$ cat config.mk
export PLATFORM = sky130hd
export DESIGN_NAME = alu_logic_stage
export DESIGN_NICKNAME = d
export VERILOG_FILES = /design/src/rtl/alu_logic_stage.sv
export SDC_FILE = /design/constraint.sdc
export NUM_CORES = 1
export LEC_CHECK = 0
export ABC_CLOCK_PERIOD_IN_PS = 16400
export CORE_ASPECT_RATIO = 0.9
export CORE_MARGIN = 2
export CORE_UTILIZATION = 28
export DETAILED_ROUTE_END_ITERATION = 10
export GPL_ROUTABILITY_DRIVEN = 1
export HOLD_SLACK_MARGIN = 0.05
export PLACE_DENSITY_LB_ADDON = 0.12
export SYNTH_ARGS = -nofsm -noshare
export SYNTH_HDL_FRONTEND = slang
export SYNTH_HIERARCHICAL = 1
export SYNTH_SLANG_ARGS = --single-unit
$ cat constraint.sdc
create_clock -name clk -period 16.4 [get_ports clk]
set_input_delay 2.46 -clock clk [delete_from_list [all_inputs] [get_ports clk]]
set_output_delay 2.46 -clock clk [all_outputs]
set_load 0.02 [all_outputs]
$ cat src/rtl/alu_logic_stage.sv
// alu_logic_stage: registered 64-bit AND/OR/XOR/XNOR execute stage feeding a valid/ready result FIFO.
// Optional build macro ALU_LOGIC_FLAGS_EN adds out_zero/out_parity, captured at push and queued with c.

module and_64bit (
  input  logic [63:0] a,
  input  logic [63:0] b,
  output logic [63:0] y
);
  genvar gi;
  generate
    for (gi = 0; gi < 64; gi++) begin : g_bit
      assign y[gi] = a[gi] & b[gi];
    end
  endgenerate
endmodule

module or_64bit (
  input  logic [63:0] a,
  input  logic [63:0] b,
  output logic [63:0] y
);
  genvar gi;
  generate
    for (gi = 0; gi < 64; gi++) begin : g_bit
      assign y[gi] = a[gi] | b[gi];
    end
  endgenerate
endmodule

module xor_64bit (
  input  logic [63:0] a,
  input  logic [63:0] b,
  output logic [63:0] y
);
  genvar gi;
  generate
    for (gi = 0; gi < 64; gi++) begin : g_bit
      assign y[gi] = a[gi] ^ b[gi];
    end
  endgenerate
endmodule

module alu_logic_stage #(
  parameter int WIDTH     = 64,
  parameter int TAG_W     = 5,
  parameter int OUT_DEPTH = 4
) (
  input  logic             clk,
  input  logic             rst,
  input  logic             in_valid,
  output logic             in_ready,
  input  logic [WIDTH-1:0] a,
  input  logic [WIDTH-1:0] b,
  input  logic [1:0]       op,
  input  logic [TAG_W-1:0] in_tag,
  output logic             out_valid,
  input  logic             out_ready,
  output logic [WIDTH-1:0] c,
  output logic [TAG_W-1:0] out_tag,
`ifdef ALU_LOGIC_FLAGS_EN
  output logic             out_zero,
  output logic             out_parity,
`endif
  output logic             busy
);

  localparam int CW = $clog2(OUT_DEPTH + 1);
  localparam int PW = $clog2(OUT_DEPTH);
  localparam logic [CW:0]   DEPTH_V  = (CW + 1)'(OUT_DEPTH);
  localparam logic [PW-1:0] LAST_PTR = PW'(OUT_DEPTH - 1);

  logic             s1_valid_reg;
  logic [WIDTH-1:0] a_reg;
  logic [WIDTH-1:0] b_reg;
  logic [1:0]       op_reg;
  logic [TAG_W-1:0] tag_reg;

  logic [CW-1:0]    count_reg;
  logic [CW-1:0]    count_next;
  logic [PW-1:0]    rd_ptr_reg;
  logic [PW-1:0]    wr_ptr_reg;

  logic [WIDTH-1:0] and_y;
  logic [WIDTH-1:0] or_y;
  logic [WIDTH-1:0] xor_y;
  logic [WIDTH-1:0] result;

  logic             accept;
  logic             push;
  logic             pop;
  logic             head_valid;

  logic [WIDTH-1:0] mem_data [OUT_DEPTH];
  logic [TAG_W-1:0] mem_tag  [OUT_DEPTH];
  logic [WIDTH-1:0] hold_data_reg;
  logic [TAG_W-1:0] hold_tag_reg;

`ifdef ALU_LOGIC_FLAGS_EN
  logic             mem_zero   [OUT_DEPTH];
  logic             mem_parity [OUT_DEPTH];
  logic             hold_zero_reg;
  logic             hold_parity_reg;
`endif

  function automatic logic [PW-1:0] ptr_inc(input logic [PW-1:0] p);
    return (p == LAST_PTR) ? '0 : p + 1'b1;
  endfunction

  // Readiness looks only at registered occupancy, so a push can never find the FIFO full.
  assign in_ready   = ({1'b0, count_reg} + {{CW{1'b0}}, s1_valid_reg}) < DEPTH_V;
  assign accept     = in_valid & in_ready;
  assign push       = s1_valid_reg;
  assign head_valid = (count_reg != '0);
  assign pop        = head_valid & out_ready;
  assign out_valid  = head_valid;
  assign busy       = s1_valid_reg | head_valid;

  always_ff @(posedge clk or posedge rst) begin
    if (rst) begin
      s1_valid_reg <= 1'b0;
      a_reg        <= '0;
      b_reg        <= '0;
      op_reg       <= '0;
      tag_reg      <= '0;
    end else begin
      s1_valid_reg <= accept;
      if (accept) begin
        a_reg   <= a;
        b_reg   <= b;
        op_reg  <= op;
        tag_reg <= in_tag;
      end
    end
  end

  and_64bit u_and (.a(a_reg), .b(b_reg), .y(and_y));
  or_64bit  u_or  (.a(a_reg), .b(b_reg), .y(or_y));
  xor_64bit u_xor (.a(a_reg), .b(b_reg), .y(xor_y));

  always_comb begin
    result = and_y;
    case (op_reg)
      2'b00: result = and_y;
      2'b01: result = or_y;
      2'b10: result = xor_y;
      2'b11: result = ~xor_y;
    endcase
  end

  always_comb begin
    count_next = count_reg;
    case ({push, pop})
      2'b10:   count_next = count_reg + 1'b1;
      2'b01:   count_next = count_reg - 1'b1;
      default: count_next = count_reg;
    endcase
  end

  always_ff @(posedge clk or posedge rst) begin
    if (rst) begin
      count_reg  <= '0;
      rd_ptr_reg <= '0;
      wr_ptr_reg <= '0;
    end else begin
      count_reg <= count_next;
      if (push) wr_ptr_reg <= ptr_inc(wr_ptr_reg);
      if (pop)  rd_ptr_reg <= ptr_inc(rd_ptr_reg);
    end
  end

  // Storage carries no reset; only entries below count are ever presented.
  always_ff @(posedge clk) begin
    if (push) begin
      mem_data[wr_ptr_reg] <= result;
      mem_tag[wr_ptr_reg]  <= tag_reg;
`ifdef ALU_LOGIC_FLAGS_EN
      mem_zero[wr_ptr_reg]   <= (result == '0);
      mem_parity[wr_ptr_reg] <= ^result;
`endif
    end
  end

  // Shadow of the presented head so outputs keep their last value once the FIFO drains.
  always_ff @(posedge clk or posedge rst) begin
    if (rst) begin
      hold_data_reg <= '0;
      hold_tag_reg  <= '0;
    end else if (head_valid) begin
      hold_data_reg <= mem_data[rd_ptr_reg];
      hold_tag_reg  <= mem_tag[rd_ptr_reg];
    end
  end

  assign c       = head_valid ? mem_data[rd_ptr_reg] : hold_data_reg;
  assign out_tag = head_valid ? mem_tag[rd_ptr_reg]  : hold_tag_reg;

`ifdef ALU_LOGIC_FLAGS_EN
  always_ff @(posedge clk or posedge rst) begin
    if (rst) begin
      hold_zero_reg   <= 1'b0;
      hold_parity_reg <= 1'b0;
    end else if (head_valid) begin
      hold_zero_reg   <= mem_zero[rd_ptr_reg];
      hold_parity_reg <= mem_parity[rd_ptr_reg];
    end
  end

  assign out_zero   = head_valid ? mem_zero[rd_ptr_reg]   : hold_zero_reg;
  assign out_parity = head_valid ? mem_parity[rd_ptr_reg] : hold_parity_reg;
`endif

endmodule

After elaboration in Yosys (flattened, before gate mapping):

Memories as Yosys holds them, arrays and structs flattened.
Index checks and enable logic that the tools add are counted.

* flip-flop bits (word level): 212
* bits in writable memories: 276
* input bits: 139
* output and inout bits: 72
* logic and storage cells: 232
* memories: 2

Memories
* mem_data: depth 4, bits a word 64, read ports 1, clocked after Yosys merged registers in 0, write ports 1, line 93 `logic [WIDTH-1:0] mem_data [OUT_DEPTH];`
* mem_tag: depth 4, bits a word 5, read ports 1, clocked after Yosys merged registers in 0, write ports 1, line 94 `logic [TAG_W-1:0] mem_tag [OUT_DEPTH];`

* $add $sub $neg: 5
* $lt $le $gt $ge: 1
* equal/unequal tests: 7
* multiplexer cells: 8
* bitwise logic cells: 196
* reduce and logical (&&, ||, !) cells: 3

Operators by type and width (count)
* $pmux 64 s4: 1
* $and 1x1->1: 66
* $or 1x1->1: 65
* $mux 64: 1
* $not 64->64: 1
* $xor 1x1->1: 64
* $eq 2x2->1 const B: 5
* $pmux 3 s2: 1
* $mux 5: 1
* $add 2x1->2 const B: 2
* $add 3x1->4: 1
* $eq 2x1->1 const B: 2
* $lt 4x3->1 const B: 1
* $mux 2: 2
* $add 3x1->3 const B: 1
* $reduce_bool 3->1: 1
* $sub 3x1->3 const B: 1
* $logic_not 2->1: 1
* $mux 1: 2
* $reduce_bool 2->1: 1

Depth between registers and ports, before layout:

Gate-level depths: netlist (run 1).

* word-level depth: 4
* gate-level depth with buffers: 9
* mapped depth without buffers: 9

Hierarchy:

The synthesis (run 1) kept the hierarchy.

By module, submodules not included
* alu_logic_stage: times used 1, cells each 1342, area an instance 20010.4 um^2
* xor_64bit: times used 1, cells each 64, area an instance 560.5 um^2
* and_64bit: times used 1, cells each 64, area an instance 400.4 um^2
* or_64bit: times used 1, cells each 64, area an instance 400.4 um^2

Worst setup path before layout (run 1):

OpenSTA, ideal clock, no wires.

* kind: register to output
* start: register rd_ptr_reg[0]
* end: output c[54]
* arrival time: 1.519 ns
* data required time: 13.940 ns
* setup slack: 12.421 ns
* stages on the path, launching flop included: 6
* buffers on the path: 2
* cells stage by stage: dfrtp_1 > buf_2 > buf_2 > mux4_2 > nand2_1 > nand2_1

* word-level cells in the longest chain between the ends: 2

RTL lines
* from (decl): line 80 `logic [PW-1:0] rd_ptr_reg;`
* from (signal assigned): line 167 `if (pop) rd_ptr_reg <= ptr_inc(rd_ptr_reg);`
* $mem_v2 4x64
* $mux 64
* to (decl): line 58 `output logic [WIDTH-1:0] c,`

Every way passes these cells.

Worst setup path after layout (run 1):

* start: register count_reg[0]
* end: output c[34]

* word-level cells in the longest chain between the ends: 2

RTL lines
* from (decl): line 78 `logic [CW-1:0] count_reg;`
* from (signal assigned): line 165 `count_reg <= count_next;`
* $reduce_bool 3->1: line 113 `assign head_valid = (count_reg != '0);`
* $mux 64

Every way passes these cells.

==> parameters.txt, run 1 <==
Parameter                              Value

STA
  Worst Max-Slew Pin Slew    roughly 1.1 ns
  Final Setup Violations    0
  Worst Clk Skew    ~0.019 ns
  Hold violation total from the final report    0
  Relative slew slack    between 20% and 30%
  Final Max Slew Viols    0
  Total Negative Setup Slacks    0 ns
  Clock period minus worst slack    ~6.4 ns
  Peak Freq    approximately 160 MHz
  Period Utilization, post-route    approximately two fifths
  Setup repair after global routing missed its margin    false

Cells and area
  Commonest non-fill, non-tap cell in the layout    sky130_fd_sc_hd__edfxtp_1
  Commonest cells after routing, fill and taps aside    276 x sky130_fd_sc_hd__edfxtp_1, 273 x sky130_fd_sc_hd__nand2_1, 210 x sky130_fd_sc_hd__clkdlybuf4s50_1
  Largest register FFs    roughly 260
  Antenna diodes    0
  Number of nets in the final layout    between 1500 and 2000
  Proportion of layout cells with a drive suffix above 1    between 10% and 20%
  Layout Cell Area excl Fill    0.02642 mm^2
  Layout area overhead    23.63%
  Register with the highest flop count    mem_data

CTS
  H-tree Lvls    2
  Root Buffer    sky130_fd_sc_hd__clkbuf_16
  Clock transition time at the flip-flop clock pins of the worst setup and hold paths    roughly 0.060 ns
  Worst-case clock buffer depth    3
  Clock insertion delay at the later pin of the skew report    just over 0.6 ns
  Total clock buffers created by CTS    between 50 and 60
  TritonCTS clock tree    done
  Post-CTS resize count    0
  Count of hold-fix buffers inserted at cts    0
  Post-CTS repair timing setup buffer count    0
  Clock net sink count    a little under 500

Global route
  First-pass GRT wire length    79.02 mm
  Pin count of the biggest net entering global routing    between 100 and 150
  Total Routing Usage GR    13.35%
  Global route total overflow    0
  Via count of the first global-routing pass    around 13000
  Initial antenna violation count    4

Yosys
  Avg Cell Area, Syn    between 10 and 15 um^2
  Mapped cell area    approximately 0.021 mm^2
  Ranking of synthesized cells by area    sky130_fd_sc_hd__edfxtp_1 39%, sky130_fd_sc_hd__dfrtp_1 25%, sky130_fd_sc_hd__mux4_2 7.3%, sky130_fd_sc_hd__mux2_2 5.1%, sky130_fd_sc_hd__nand2_1 4.8%
  Share of Yosys cell area claimed by the top area cell type    38.78%
  Post-Syn Nets    1680
  Yosys warning total    6
  Register bit count reported by yosys    roughly 500
  Cells after Synth    1534
  Share of the yosys chip area belonging to registers    63.60%
  Post-synthesis cell type with the largest combined area    sky130_fd_sc_hd__edfxtp_1
  Cell variety after synth    28

Pwr
  Worst vdd ir    0.08748 mV
  Combinational share of power    approximately two fifths
  Internal power component    0.003784 W
  Switching power as a share of total power    between 30% and 40%
  Switching component of the power    ~0.0021 W
  Leakage power    slightly below 10 nW
  Fraction of power consumed by the clock network    21.4%
  Power density of the placed cells    224.3 mW/mm^2
  Sequential power share    approximately two fifths

Place
  DP Wirelength    around 33 mm
  Count of port buffers added during placement    210
  Post-placement cell area    between 0.02 and 0.025 mm^2
  Final GP Congestion    0.6973

Floorplan
  Starting density of the core    about 28%
  Die area    slightly below 0.08 mm^2
  Die Ht    between 200 and 300 um
  Top-level I/O count    211
  Horizontal die dimension    between 200 and 300 um
  Total core area    between 0.07 and 0.08 mm^2
  Total number of placement rows    96

Routing
  Number of vias per cell after detailed routing    roughly 4.4
  Number of nets with antenna violations after detailed routing    0
  Total via count after detailed routing    approximately 12000
  DRC errors left    0
  Total Routed Length    roughly 52 mm
  First DRT Iteration DRCs    a little under 600
  Initial DRT Pass Iterations    6
  Average routed wire per standard cell    ~18 um

Worst setup path
  Nature of the critical path endpoint    output port
  Worst endpoint required time    between 10 and 15 ns
  Worst setup path category    reg2out
  Critical-path maximum fanout    between 50 and 60
  Startpoint type of the worst setup path    flip-flop
  Worst Path Arrival    3.90 ns

Outcome
  Result of the run    completed

Worst hold path
  Path type of the worst min-delay path    reg2reg

Run
  Number of max-cap violations    0
## layout make-up
class                   instances  area (um^2)
clock inverters                29        265.3
repair buffers                226         2222
multi-input cells             951         7378
well taps                    1029         1287
fillers                      7442        49490
flip-flops and latches        488        13610
inverters                       8        38.79
clock buffers                  79         1622
## synth_stat cells (all sizes together)
master	instances
a211oi	64
a21oi	64
a31oi	1
and2	70
buf	31
clkbuf	56
dfrtp	212
edfxtp	276
fa	1
ha	6
inv	8
mux2	137
mux2i	1
mux4	69
nand2	273
nor2	2
nor2b	64
nor3	1
o21ai	66
or2	64
or3	1
xnor2	1
xor2	66
## layer usage
layer / global-route usage [%] / part of all wire [%]
met1: 18.46 / 47
met2: 21.59 / 47
met3: 2.369 / 4.1
met4: 3.567 / 2.0
met5: 0 / 0.077
## worst paths after layout
kind / slack [ns] / to / cells after the start / startpoint
min in group asynchronous: 2.35 / hold_tag_reg[2] / 2 / rst
setup / recovery: 10.04 / c[34] / 7 / count_reg[0]
hold reg to reg: 0.46 / hold_data_reg[1] / 2 / hold_data_reg[1]
setup reg to reg: 12.68 / count_reg[2] / 11 / count_reg[0]
hold / removal: 0.46 / hold_data_reg[1] / 2 / hold_data_reg[1]
max in group asynchronous: 12.50 / op_reg[1] / 3 / rst
## power by group through the flow
| stage | logic [W] | registers, W | clock network (W) |
|---|---|---|---|
| after floorplan | 0.00171 | 0.00215 | 0 |
| after global placement | 0.00240 | 0.00230 | 0 |
| after detailed placement | 0.00244 | 0.00232 | 0 |
| after CTS | 0.00245 | 0.00229 | 0.00132 |
| after global routing | 0.00265 | 0.00235 | 0.00137 |
| final | 0.00238 | 0.00228 | 0.00127 |
## worst max-delay path, cell delays in order, from the launching register on
cell and delay, ns:
sky130_fd_sc_hd__dfrtp_1 0.44, sky130_fd_sc_hd__nor3_4 0.73, sky130_fd_sc_hd__buf_4 0.34, sky130_fd_sc_hd__clkinv_2 0.45, sky130_fd_sc_hd__buf_4 0.50, sky130_fd_sc_hd__nand2_1 0.15
sky130_fd_sc_hd__nand2_1 0.08, sky130_fd_sc_hd__clkdlybuf4s50_1 0.54
## metrics by stage
step	util [%]	total power (W)	cells	hold slack (ns)	setup WS, ns
after global placement	32.32	0.004692	2702	0.4497	10.63
after global routing	34.81	0.006376	2810	0.4832	9.682
final	34.81	0.005926	2810	0.4604	10.04
after floorplan	-	0.003854	1534	0.4724	8.146
after detailed placement	32.32	0.004756	2702	0.4516	10.57
after CTS	34.81	0.006064	2810	0.4656	9.892
## cells by family (layout without fill, tap and decap cells)
logic type / Yosys count / count (layout) / synth area share, %
AO/OA/AOI/OAI: 195 / 195 / 5.322
XOR/XNOR: 67 / 67 / 2.746
adder cells (fa/ha/maj): 7 / 7 / 0.4449
buffers and inverters: 95 / 342 / 1.961
flip-flops: 488 / 488 / 63.60
multiplexers: 207 / 207 / 15.22
AND/OR/NAND/NOR: 475 / 475 / 10.70
Power figures use the tool's default switching activity.
==> run 2: changes to the inputs <==
- ABC_CLOCK_PERIOD_IN_PS: 16400 -> 6500
- clock period: 16.4 -> 6.5 ns (I/O delays scaled with it)
==> run 2 against run 1 <==
  * Core utilization up 0.10 points
  * Cell count unchanged
  * Worst setup slack worse by 7.9 ns
  * Clock-buffer cell count unchanged
  * Sequential share of layout area down 0.15 points
  * Combinational power rose to 2.5 times the previous value
  * Critical path type unchanged
  * Highest routed layer unchanged
==> parameters.txt, run 2 (synthesis results as in run 1) <==
Parameter                              Value

Outcome
  Result of the run    completed

Cells and area
  Register area    0.01361 mm^2 (unchanged)
  Proportion of layout cells with a drive suffix above 1    17.86% (-0.056 points)
  Commonest cells after routing, fill and taps aside    276 x sky130_fd_sc_hd__edfxtp_1, 273 x sky130_fd_sc_hd__nand2_1, 210 x sky130_fd_sc_hd__clkdlybuf4s50_1
  Commonest non-fill, non-tap cell in the layout    sky130_fd_sc_hd__edfxtp_1
  Total of fill cells in the finished design    7398 (-0.59%)
  Layout area overhead    24.00%
  Largest register FFs    256 (unchanged)
  Layout Cell Area excl Fill    0.02650 mm^2 (+0.30%)
  Area taken by multi-input logic gates    0.007378 mm^2 (unchanged)
  Antenna diodes    0 (unchanged)
  Register with the highest flop count    mem_data
  Number of nets in the final layout    1878 (unchanged)

STA
  Final Setup Violations    0 (unchanged)
  Final Max Slew Viols    0 (unchanged)
  Worst Max-Slew Pin Slew    1.038 ns (-0.03100 ns)
  Peak Freq    228.6 MHz
  Hold violation total from the final report    0 (unchanged)
  Worst Clk Skew    0.02084 ns (+0.002017 ns)
  Clock period minus worst slack    about 4.4 ns
  Relative slew slack    30.77% (+2.1 points)
  Post-Route Hold Slack    0.4623 ns (+0.001848 ns)
  Total Negative Setup Slacks    0 ns (unchanged)
  Setup repair after global routing missed its margin    false
  Period Utilization, post-route    ~67%

Worst setup path
  Critical-path maximum fanout    40 (-22%)
  Slowest-stage cell, CP    sky130_fd_sc_hd__clkdlybuf4s50_1
  Worst endpoint required time    5.52 ns (-8.42 ns)
  Worst setup path category    reg2out
  Nature of the critical path endpoint    output port
  Critical-path cell list    nor3_4, buf_4, clkinv_2, buf_4, nand2_1, nand2_1, clkdlybuf4s50_1
  Worst Path Arrival    3.40 ns (-0.50 ns)
  Crit path largest cell delay    0.54 ns (-0.19 ns)
  Startpoint type of the worst setup path    flip-flop

Pwr
  Sequential power share    38.5% (about the same)
  Combinational share of power    39.7% (-0.4 points)
  Switching power as a share of total power    35.92% (-0.22 points)
  Internal power component    0.009628 W (+150%)
  Switching component of the power    0.005397 W (+150%)
  Power density of the placed cells    566.9 mW/mm^2 (+150%)
  Fraction of power consumed by the clock network    21.8% (+0.4 points)
  Leakage power    9.789 nW (about the same)
  Worst vdd ir    0.2710 mV (+210%)

Routing
  First DRT Iteration DRCs    626 (+6.8%)
  Total via count after detailed routing    12450 (+0.85%)
  Average routed wire per standard cell    18.29 um (-1.0%)
  DRC errors left    0 (unchanged)
  Number of nets with antenna violations after detailed routing    0 (unchanged)
  Number of vias per cell after detailed routing    4.429 (+0.85%)
  Initial DRT Pass Iterations    5 (-1)
  Total Routed Length    51.39 mm (-1.0%)

Place
  Count of port buffers added during placement    210 (unchanged)
  Final GP Congestion    0.6701 (-3.9%)
  DP Wirelength    31.42 mm (-4.2%)
  Post-placement cell area    0.02457 mm^2 (+0.16%)

Global route
  Pin count of the biggest net entering global routing    173 (+59%)
  Total Routing Usage GR    13.23% (-0.13 points)
  Met2 layer usage reported by global route    21.52% (-0.070 points)
  Initial antenna violation count    4 (unchanged)
  Via count of the first global-routing pass    12720 (+1.4%)
  Met1 track utilization from global routing    18.18% (-0.28 points)
  Met3 Track Usage GR    2.311% (-0.058 points)
  Global route total overflow    0 (unchanged)
  Routing layer with the top usage in global route    met2
  First-pass GRT wire length    78.46 mm (-0.71%)

CTS
  Clock transition time at the flip-flop clock pins of the worst setup and hold paths    0.06 ns (about the same)
  Total clock buffers created by CTS    58 (+1.8%)
  Worst-case clock buffer depth    3 (unchanged)
  Post-CTS repair timing setup buffer count    0 (unchanged)
  TritonCTS clock tree    done
  Count of hold-fix buffers inserted at cts    0 (unchanged)
  Clock net sink count    488 (unchanged)
  Post-CTS resize count    0 (unchanged)
  Clock insertion delay at the later pin of the skew report    0.62 ns (about the same)
  Root Buffer    sky130_fd_sc_hd__clkbuf_16
  H-tree Lvls    2 (unchanged)

Floorplan
  Starting density of the core    28.15% (unchanged)
  Total number of placement rows    96 (unchanged)
  Top-level I/O count    211 (unchanged)
  Die area    0.07856 mm^2 (unchanged)
  Horizontal die dimension    295.2 um (unchanged)
  Die Ht    266.1 um (unchanged)
  Total core area    0.07591 mm^2 (unchanged)

Run
  Number of max-cap violations    0 (unchanged)

Worst hold path
  Path type of the worst min-delay path    reg2reg
==> run 2: cell count changes in the layout (fill, tap and decap cells not counted) <==
| cell | previous run | this run |
|---|---|---|
| sky130_fd_sc_hd__bufinv_16 | 4 | 6 |
| sky130_fd_sc_hd__clkinv_1 | 8 | 7 |
| sky130_fd_sc_hd__buf_12 | 0 | 4 |
| sky130_fd_sc_hd__clkinv_8 | 1 | 0 |
| sky130_fd_sc_hd__buf_4 | 16 | 11 |
| sky130_fd_sc_hd__inv_8 | 1 | 0 |
| sky130_fd_sc_hd__clkbuf_1 | 13 | 15 |
| sky130_fd_sc_hd__clkinvlp_4 | 0 | 4 |
| sky130_fd_sc_hd__clkbuf_8 | 7 | 5 |
| sky130_fd_sc_hd__inv_6 | 0 | 2 |
| sky130_fd_sc_hd__clkinv_2 | 15 | 11 |
==> run 2: final timing paths <==
| path | depth (start not counted) | startpoint | slack, ns | to |
|---|---|---|---|---|
| hold / removal | 2 | hold_data_reg[5] | 0.46 | hold_data_reg[5] |
| setup reg to reg | 10 | count_reg[0] | 3.66 | count_reg[2] |
| setup / recovery | 7 | count_reg[0] | 2.13 | c[27] |
| max in group asynchronous | 3 | rst | 4.64 | rd_ptr_reg[1] |
| hold reg to reg | 2 | hold_data_reg[5] | 0.46 | hold_data_reg[5] |
| min in group asynchronous | 2 | rst | 0.70 | a_reg[45] |
==> run 2: power groups by stage <==
stage | Combinational (W) | Clock, W | Sequential [W]
after floorplan | 0.00431 | 0 | 0.00541
after global placement | 0.00598 | 0 | 0.00583
after detailed placement | 0.00611 | 0 | 0.00589
after CTS | 0.00613 | 0.00341 | 0.00583
after global routing | 0.00662 | 0.00352 | 0.00598
final | 0.00596 | 0.00328 | 0.00579
==> run 2: layout make-up <==
| class | count | share of cell area, % |
|---|---|---|
| Multi-Input combinational cell | 951 | 27.84 |
| Sequential cell | 488 | 51.35 |
| Inverter | 8 | 0.1322 |
| Tap cell | 1029 | 4.858 |
| Clock inverter | 30 | 1.228 |
| Clock buffer | 79 | 6.043 |
| Timing Repair Buffer | 225 | 8.546 |
==> run 2: through the flow <==
step / worst slack, ns / total power, W / utilization (%) / std cells
final: 2.125 / 0.01502 / 34.91 / 2810
after global routing: 1.826 / 0.01612 / 34.91 / 2810
after CTS: 1.935 / 0.01537 / 34.91 / 2810
after detailed placement: 2.643 / 0.01199 / 32.37 / 2701
after global placement: 2.732 / 0.01181 / 32.37 / 2701
after floorplan: 2.769 / 0.009725 / - / 1534
==> run 2: per-layer routing <==
layer / part of all wire (%) / routed length [um]
met1: 48 / 24440
met3: 3.6 / 1860
met4: 1.9 / 975
met5: 0.023 / 12
met2: 47 / 24110
==> run 2: worst max-delay path, delay by kind of cell, from the launching register on <==
family                 cells  cell delay [ns]
AND/OR/NAND/NOR            3             0.40
buffers and inverters      4             1.85
flip-flops                 1             0.44
==> run 3: changes to the inputs <==
- ABC_CLOCK_PERIOD_IN_PS: 6500 -> 3600
- clock period: 6.5 -> 3.6 ns (I/O delays scaled with it)
==> run 3 against run 2 <==
  * Die area unchanged
  * First-iteration DRC count decreased by 9.6%
  * Worst hold slack lost 0.079 ns
  * Cell count rose by 0.43%
  * Non-clock buffer count is 14 higher
  * Worst setup slack worse by 1.9 ns
  * Combinational power up 90%
  * Clock power grew 85%
  * Critical path type unchanged
  * Largest cell class unchanged
  * Highest routed layer is now met4
==> parameters.txt, run 3 (synthesis results as in run 1) <==
Parameter                              Value

Outcome
  Result of the run    completed

STA
  Relative slew slack    47.14% (+16 points)
  Final Max Slew Viols    0 (unchanged)
  Peak Freq    slightly below 300 MHz
  Worst Clk Skew    0.02574 ns (+0.004902 ns)
  Clock period minus worst slack    3.396 ns
  Setup repair after global routing missed its margin    false
  Final Setup Violations    0 (unchanged)
  Period Utilization, post-route    a little over nine tenths
  Worst Max-Slew Pin Slew    0.7929 ns (-0.2455 ns)
  Hold violation total from the final report    0 (unchanged)

Floorplan
  Total core area    0.07591 mm^2 (unchanged)
  Top-level I/O count    211 (unchanged)
  Total number of placement rows    96 (unchanged)
  Horizontal die dimension    295.2 um (unchanged)
  Die Ht    266.1 um (unchanged)
  Die area    0.07856 mm^2 (unchanged)
  Starting density of the core    28.15% (unchanged)

Pwr
  Post-layout power    0.02748 W (+83%)
  Leakage power    9.931 nW (+1.5%)
  Worst vdd ir    0.6328 mV (+130%)
  Power density of the placed cells    1028 mW/mm^2 (+81%)

Cells and area
  Total of fill cells in the finished design    7401 (+0.041%)
  Post-Layout Cell Count    2822 (+0.43%)
  Number of nets in the final layout    1891 (+0.69%)
  Commonest cells after routing, fill and taps aside    276 x sky130_fd_sc_hd__edfxtp_1, 273 x sky130_fd_sc_hd__nand2_1, 208 x sky130_fd_sc_hd__dfrtp_1
  Antenna diodes    0 (unchanged)
  Commonest non-fill, non-tap cell in the layout    sky130_fd_sc_hd__edfxtp_1
  Register with the highest flop count    mem_data
  Proportion of layout cells with a drive suffix above 1    19.02% (+1.2 points)
  Layout area overhead    25.13%
  Largest register FFs    256 (unchanged)
  Post-layout utilization of the core    35.23% (+0.32 points)

Place
  Final GP Congestion    0.6791 (+1.3%)
  DP Wirelength    32.94 mm (+4.8%)
  Count of port buffers added during placement    210 (unchanged)
  Dpl cells    2714 (+0.48%)

Routing
  DRC errors left    0 (unchanged)
  Total via count after detailed routing    12320 (-1.0%)
  Number of nets with antenna violations after detailed routing    0 (unchanged)
  Initial DRT Pass Iterations    5 (unchanged)
  First DRT Iteration DRCs    566 (-9.6%)
  Total Routed Length    52.36 mm (+1.9%)
  Number of vias per cell after detailed routing    4.366 (-1.4%)
  Average routed wire per standard cell    18.55 um (+1.4%)

Global route
  Total Routing Usage GR    13.52% (+0.29 points)
  First-pass GRT wire length    79.80 mm (+1.7%)
  Via count of the first global-routing pass    12810 (+0.68%)
  Global route total overflow    0 (unchanged)
  Initial antenna violation count    1 (-3)
  Pin count of the biggest net entering global routing    170 (-1.7%)

CTS
  Worst-case clock buffer depth    3 (unchanged)
  TritonCTS clock tree    done
  Total clock buffers created by CTS    57 (-1.7%)
  Clock transition time at the flip-flop clock pins of the worst setup and hold paths    0.06 ns (about the same)
  H-tree Lvls    2 (unchanged)
  Clock net sink count    488 (unchanged)
  Clock insertion delay at the later pin of the skew report    0.60 ns (-0.02 ns)
  Root Buffer    sky130_fd_sc_hd__clkbuf_16

Worst setup path
  Critical-path maximum fanout    20 (-50%)
  Cell type with the highest occurrence count on the critical path    sky130_fd_sc_hd__nand2_1
  Critical-path cell list    buf_4, mux4_2, nand2_1, nand2_1, clkdlybuf4s50_1
  Nature of the critical path endpoint    output port
  Crit path largest cell delay    0.69 ns (+0.15 ns)
  Startpoint type of the worst setup path    flip-flop
  CP delay by family, top    buffers and inverters
  Worst setup path category    reg2out
  Worst endpoint required time    3.06 ns (-2.46 ns)
  Worst Path Arrival    2.86 ns (-0.54 ns)
  Buffers plus inverters on the worst setup path    2 (-2)
  Slowest-stage cell, CP    sky130_fd_sc_hd__dfrtp_4

Run
  Number of max-cap violations    0 (unchanged)

Worst hold path
  Path type of the worst min-delay path    in2async
## run 3: cell count changes in the layout (fill, tap and decap cells not counted), sizes merged
| cell | delta |
|---|---|
| clkinv | +4 |
| clkbuf | -7 |
| buf | +23 |
| bufinv | +4 |
| clkinvlp | -1 |
| clkdlybuf4s50 | -9 |
| inv | -2 |
## run 3: layout make-up
type	count	area [um^2]	area share (%)
Sequential cell	488	13610	50.89
Multi-Input combinational cell	951	7378	27.59
Timing Repair Buffer	239	2464	9.213
Clock buffer	72	1534	5.736
Tap cell	1029	1287	4.814
Clock inverter	35	434.2	1.624
Inverter	8	36.28	0.1357
## run 3: per-stage QoR
| stage | instance area, um^2 | setup WS [ns] | TNS (ns) | hold WS [ns] |
|---|---|---|---|---|
| 2_1_floorplan | 21380 | 0.3038 | 0 | 0.4724 |
| 3_3_place_gp | 24750 | 0.5838 | 0 | 0.4497 |
| 3_5_place_dp | 24750 | 0.5818 | 0 | 0.4509 |
| 4_1_cts | 26740 | -0.01869 | -0.07607 | 0.3699 |
| 5_1_grt | 26740 | 0.04944 | 0 | 0.4160 |
| 6_report | 26740 | 0.2043 | 0 | 0.3835 |
## run 3: final timing paths
| check | startpoint | end | slack [ns] | cells after the start |
|---|---|---|---|---|
| max | rd_ptr_reg[1] | c[39] | 0.20 | 5 |
| min | rst | b_reg[49] | 0.38 | 2 |
| max reg2reg | count_reg[0] | count_reg[2] | 1.05 | 10 |
| min reg2reg | hold_data_reg[56] | hold_data_reg[56] | 0.46 | 2 |
| max in group asynchronous | rst | hold_data_reg[26] | 2.38 | 3 |
| min in group clk | hold_data_reg[56] | hold_data_reg[56] | 0.46 | 2 |
## run 3: layer usage
metal / part of all wire (%) / vias up / routed length, um / global-route usage (%)
met5: 0 / - / 0 / 0
met4: 1.9 / 0 / 1009 / 3.553
met3: 4.1 / 69 / 2142 / 2.511
met2: 47 / 189 / 24740 / 22.12
met1: 47 / 6116 / 24470 / 18.42
li1: - / 5946 / - / -
## run 3: timing repair
item / in CTS / in global routing
hold buffers: 0 / 0
buffers inserted: 1 / 0
resized for setup: 0 / 2
setup endpoints to repair: 24 / 61
cloned: 0 / 0
## run 3: power by group
group,switching (W),internal (W)
clock,0.00236,0.00372
combinational,0.00631,0.00503
sequential,0.00117,0.00889
total,0.00984,0.0176
